===== src/rtl/commit_trace_collector.sv =====
// commit_trace_collector
// Turns CPU commit-bus events into a buffered record stream (valid/ready),
// and on a halt walks the register file through the debug read port to
// emit a 32-entry register dump. Requests a CPU hold before the FIFO overflows.
// Optional feature macro: TRACE_DUMP_EN (register dump after halt).
// Without it, a halt goes straight to DONE and debug_reg_ra stays 0.
module commit_trace_collector #(
  parameter int unsigned DEPTH = 16
) (
  input  logic        clk,
  input  logic        rst_n,
  input  logic        commit,
  input  logic [31:0] commit_pc,
  input  logic        commit_halt,
  input  logic        commit_reg_we,
  input  logic [4:0]  commit_reg_wa,
  input  logic [31:0] commit_reg_wd,
  input  logic        commit_dmem_we,
  input  logic [31:0] commit_dmem_wa,
  input  logic [31:0] commit_dmem_wd,
  output logic [4:0]  debug_reg_ra,
  input  logic [31:0] debug_reg_rd,
  input  logic        restart,
  output logic        hold_req,
  output logic        out_valid,
  input  logic        out_ready,
  output logic [1:0]  out_type,
  output logic [31:0] out_addr,
  output logic [31:0] out_data,
  output logic        done,
  output logic        overflow,
  output logic        conflict,
  output logic [15:0] drop_cnt
);

  localparam int unsigned AW = $clog2(DEPTH);
  localparam int unsigned CW = AW + 1;
  localparam logic [CW-1:0] CNT_FULL = CW'(DEPTH);
  localparam logic [CW-1:0] CNT_HOLD = CW'(DEPTH - 2);

  localparam logic [1:0] ST_CAPTURE = 2'd0;
  localparam logic [1:0] ST_DUMP    = 2'd1;
  localparam logic [1:0] ST_DONE    = 2'd2;

  localparam logic [1:0] T_REG  = 2'd0;
  localparam logic [1:0] T_MEM  = 2'd1;
  localparam logic [1:0] T_DUMP = 2'd2;
  localparam logic [1:0] T_HALT = 2'd3;

  logic [1:0]    state_q, state_d;
  logic [CW-1:0] count_q, count_d;
  logic [AW-1:0] wr_ptr_q, wr_ptr_d;
  logic [AW-1:0] rd_ptr_q, rd_ptr_d;
  logic [31:0]   retired_q, retired_d;
  logic [4:0]    idx_q, idx_d;
  logic [15:0]   drop_cnt_q, drop_cnt_d;
  logic          overflow_q, overflow_d;
  logic          conflict_q, conflict_d;
  logic          done_q, done_d;

  // record = {type[1:0], addr[31:0], data[31:0]}
  logic [65:0]   mem_q [DEPTH];
  logic [65:0]   head_rec;
  logic [65:0]   push_rec;
  logic [31:0]   retired_inc;
  logic          push_req;
  logic          push_ok;
  logic          pop;
  logic          room;

`ifndef TRACE_DUMP_EN
  logic unused_rd;
  assign unused_rd = ^debug_reg_rd;
`endif

  assign retired_inc = retired_q + 32'd1;
  assign pop         = (count_q != '0) && out_ready;
  // a pop on the same edge frees the slot the push needs
  assign room        = (count_q != CNT_FULL) || pop;

  // Next-state, record selection and FIFO bookkeeping
  always_comb begin
    state_d    = state_q;
    retired_d  = retired_q;
    idx_d      = idx_q;
    drop_cnt_d = drop_cnt_q;
    overflow_d = overflow_q;
    conflict_d = conflict_q;
    done_d     = done_q;
    push_req   = 1'b0;
    push_rec   = '0;

    case (state_q)
      ST_CAPTURE: begin
        if (commit) begin
          retired_d = retired_inc;
          if (commit_reg_we && commit_dmem_we) conflict_d = 1'b1;
          if (commit_halt) begin
            push_req = 1'b1;
            push_rec = {T_HALT, commit_pc, retired_inc};
`ifdef TRACE_DUMP_EN
            state_d  = ST_DUMP;
`else
            state_d  = ST_DONE;
            done_d   = 1'b1;
`endif
          end else if (commit_reg_we && (commit_reg_wa != 5'd0)) begin
            push_req = 1'b1;
            push_rec = {T_REG, 27'd0, commit_reg_wa, commit_reg_wd};
          end else if (commit_dmem_we) begin
            push_req = 1'b1;
            push_rec = {T_MEM, commit_dmem_wa, commit_dmem_wd};
          end
          if (push_req && !room) begin
            overflow_d = 1'b1;
            if (drop_cnt_q != 16'hFFFF) drop_cnt_d = drop_cnt_q + 16'd1;
          end
        end
      end
      ST_DUMP: begin
`ifdef TRACE_DUMP_EN
        // dump stalls rather than drops when the FIFO is full
        push_req = 1'b1;
        push_rec = {T_DUMP, 27'd0, idx_q, debug_reg_rd};
        if (room) begin
          if (idx_q == 5'd31) begin
            idx_d   = '0;
            state_d = ST_DONE;
            done_d  = 1'b1;
          end else begin
            idx_d = idx_q + 5'd1;
          end
        end
`else
        state_d = ST_DONE;
        done_d  = 1'b1;
`endif
      end
      ST_DONE: begin
        if (restart) begin
          state_d   = ST_CAPTURE;
          retired_d = '0;
          done_d    = 1'b0;
        end
      end
      default: state_d = ST_CAPTURE;
    endcase

    push_ok  = push_req && room;
    wr_ptr_d = push_ok ? wr_ptr_q + AW'(1) : wr_ptr_q;
    rd_ptr_d = pop ? rd_ptr_q + AW'(1) : rd_ptr_q;
    count_d  = count_q + CW'(push_ok) - CW'(pop);
  end

  // Control and status registers
  always_ff @(posedge clk or negedge rst_n) begin
    if (!rst_n) begin
      state_q    <= ST_CAPTURE;
      count_q    <= '0;
      wr_ptr_q   <= '0;
      rd_ptr_q   <= '0;
      retired_q  <= '0;
      idx_q      <= '0;
      drop_cnt_q <= '0;
      overflow_q <= 1'b0;
      conflict_q <= 1'b0;
      done_q     <= 1'b0;
    end else begin
      state_q    <= state_d;
      count_q    <= count_d;
      wr_ptr_q   <= wr_ptr_d;
      rd_ptr_q   <= rd_ptr_d;
      retired_q  <= retired_d;
      idx_q      <= idx_d;
      drop_cnt_q <= drop_cnt_d;
      overflow_q <= overflow_d;
      conflict_q <= conflict_d;
      done_q     <= done_d;
    end
  end

  // FIFO storage; contents need no reset because outputs are gated by out_valid
  always_ff @(posedge clk) begin
    if (push_ok) mem_q[wr_ptr_q] <= push_rec;
  end

  assign head_rec     = mem_q[rd_ptr_q];
  assign out_valid    = (count_q != '0);
  assign out_type     = out_valid ? head_rec[65:64] : '0;
  assign out_addr     = out_valid ? head_rec[63:32] : '0;
  assign out_data     = out_valid ? head_rec[31:0]  : '0;
  assign hold_req     = (count_q >= CNT_HOLD) || (state_q != ST_CAPTURE);
  assign debug_reg_ra = idx_q;
  assign done         = done_q;
  assign overflow     = overflow_q;
  assign conflict     = conflict_q;
  assign drop_cnt     = drop_cnt_q;

endmodule


===== config.mk =====
export PLATFORM = sky130hd
export DESIGN_NAME = commit_trace_collector
export DESIGN_NICKNAME = d
export VERILOG_FILES = /design/src/rtl/commit_trace_collector.sv
export SDC_FILE = /design/constraint.sdc
export NUM_CORES = 1
export LEC_CHECK = 0
export CAP_MARGIN = 40
export CELL_PAD_IN_SITES_DETAIL_PLACEMENT = 0
export CELL_PAD_IN_SITES_GLOBAL_PLACEMENT = 1
export CORE_UTILIZATION = 52
export DETAILED_ROUTE_END_ITERATION = 8
export PLACE_DENSITY_LB_ADDON = 0.1
export SLEW_MARGIN = 20
export SYNTH_ARGS = -nofsm -noshare
export SYNTH_HDL_FRONTEND = slang
export SYNTH_SLANG_ARGS = --single-unit

===== constraint.sdc =====
create_clock -name clk -period 9.9 [get_ports clk]
set_input_delay 0.99 -clock clk [delete_from_list [all_inputs] [get_ports clk]]
set_output_delay 0.99 -clock clk [all_outputs]
set_load 0.005 [all_outputs]

==> reports/metrics.yaml <==
hold_viol_final: 0
synthCells: 2159
numCtsBuffers: 112
fin_crit_sh_pct: 56.7
crit_type: "reg -> out"
tns_ps: 0
avgRoutedWirePerCell_um: 28.5
ys_top_cells_by_count: "edfxtp_1, mux4_2, clkbuf_1"
cp-start-kind: "register"
ys_types: 57
worst_pin_slew_ps: 972
htree_levels: 3
num_vias: 22795
fill_cells: 6000
r2r-end: "mem_q[4][14]"
root_buffer: "clkbuf_16"
routed_wl_um: 106000
place_congestion: 0.778
cp_top_family: "buffers and inverters"
cts.clk_slew.worst_paths_ps: 60
crit_chain: "buf_4, buf_4, buf_16, mux4_2, mux4_2, and2_1, clkdlybuf4s50_1"
cts.sinks: 1120
p_leak_nw: 17.4
overflow: 0
final_nets: 2653
cts_tree: "yes"
hpwl_um: 57300
ys_seq_area_share_pct: 73.6
rr_worst_depth: 8
cts_hold_buffers: 0
ant_nets: 0
yosys_warnings: 0
end_kind: "primary output"
netlist_area_mm2: 0.0453
postSynthAreaPerCell_um2: 21.0
finClkSkew_ps: 17.8
drc_errors: 0
powerDensity_mw_per_mm2: 264
crit_buf_inv: 4
cpMaxStageDelayCell: "dfrtp_4"
holdWs_ps: 367
port_buffers: 227
timing.fmax_ghz: 0.178
syn2layout_area_growth_pct: 16.9
dieArea_mm2: 0.0882
drt-initial-drc-count: 2133
clk_latency_ps: 660
path_max_fanout: 35
grt_max_degree: 113
grt_pass1_wl_um: 155000
die_h_um: 297
cts-resized-gates: 0
num_io_pins: 265
peakVddDrop_v: 0.000208
min_period_ps: 5610
n_antenna_cell: 0
yosysMostFrequentCell: "edfxtp_1"
viasPerCell: 6.16
worst_ep_arrival_time_ps: 4620
synth_flop_cell: "edfxtp_1"
rsz0062_at_grt: "no"
finalSetupViolations: 0
cts_setup_buffers: 0
dp_cells: 3490
outcome: "finished clean"
yosysTopAreaCellShare_pct: 70.0
grt_pass1_vias: 23561
hp-class: "in -> async"
antenna_found_initial: 0
drive_gt1_share_pct: 24.8
final-max-slew-violation-count: 0
initial_utilization_pct: 52.8
synth_seq_cells: 1120
crit_path_start: "rd_ptr_q[0]"
final_cells: 3700
rr_startpoint: "done"
synth_edf_count: 1056
drv_cap: 0
synthArstFlopShare_pct: 5.71
yosysTopAreaCell: "edfxtp_1"
die_w_um: 297
firstDrtPassIters: 5
core-area_mm2: 0.0857
cpPeakStageDelay_ps: 910
cts_max_path_buffers: 3
ys_top_cells_by_area: "edfxtp_1, mux4_2, dfrtp_1"
critPathRequiredTime_ps: 8910
grt_usage_pct: 24.1
rows: 107
r2r_slack_ps: 5790
maxSlewHeadroom_pct: 35.2
cell usage in the layout, fill, tap and decap left out, types with 25 or more instances in the layout:
cell type,instances
a211oi_1,46
o21ai_0,31
clkbuf_16,114
mux4_2,330
and3_1,34
clkinv_1,25
nand2_1,55
xor2_1,26
edfxtp_1,1056
xnor2_1,27
clkdlybuf4s50_1,225
clkbuf_1,33
dfrtp_1,60
buf_4,73
a22o_1,32
and2_1,69
per-stage QoR:
step / setup WS [ps] / area [µm²] / total power, W / util [%]
6_report: 4290 / 52900 / 0.0140 / 61.8
5_1_grt: 3960 / 52900 / 0.0145 / 61.8
4_1_cts: 4140 / 52900 / 0.0141 / 61.7
3_5_place_dp: 4690 / 49400 / 0.0101 / 57.7
3_3_place_gp: 4660 / 48900 / 0.00995 / 57.0
2_1_floorplan: 1130 / 45300 / 0.00849 / -
cell type report:
type                    instances  area, µm²  share of cell area, %
flip-flops and latches       1120      33300                   63.0
multi-input cells             879      11300                   21.3
repair buffers                326       3350                   6.33
clock buffers                 149       3000                   5.68
well taps                    1144       1430                   2.70
clock inverters                58        457                  0.863
inverters                      24       90.1                  0.170
routing by layer:
layer / GRT usage [%] / share of wire (%)
met2: 39.4 / 50
met4: 6.20 / 2.2
met3: 3.67 / 5.9
met1: 34.5 / 42
met5: 0 / 0
kinds of logic (layout without fill, tap and decap cells):
| family | Yosys count | in the layout | synth area share (%) |
|---|---|---|---|
| AOI/OAI and AO/OA | 185 | 185 | 2.83 |
| xor gates and xnor gates | 53 | 53 | 1.03 |
| adders and majority gates | 17 | 17 | 0.486 |
| buffers and inverters | 164 | 557 | 1.92 |
| DFF | 1120 | 1120 | 73.6 |
| muxes | 332 | 332 | 16.5 |
| other | 1 | 5 | 0.00828 |
| and+or+nand+nor | 287 | 287 | 3.68 |
registers in the layout (all words and copies together), names as in the netlist:
signal	cells
mem_q	1056
retired_q	32
drop_cnt	16
count_q	5
rd_ptr_q	4
wr_ptr_q	4
conflict	1
done	1
overflow	1
where the power goes:
part | internal [W] | switching, W
logic | 0.00235 | 0.00187
registers | 0.00553 | 0.000204
clock network | 0.00230 | 0.00171
total | 0.0102 | 0.00379
how the worst max path moves through the flow:
stage,slack [ps],cells after the start,end
after detailed placement,4690,9,mem_q[4][56]
after CTS,4140,7,out_addr[25]
after global placement,4660,6,out_addr[25]
final,4290,7,out_addr[25]
after global routing,3960,7,out_addr[25]
after floorplan,1130,6,mem_q[0][0]
Power figures use the tool's default switching activity.
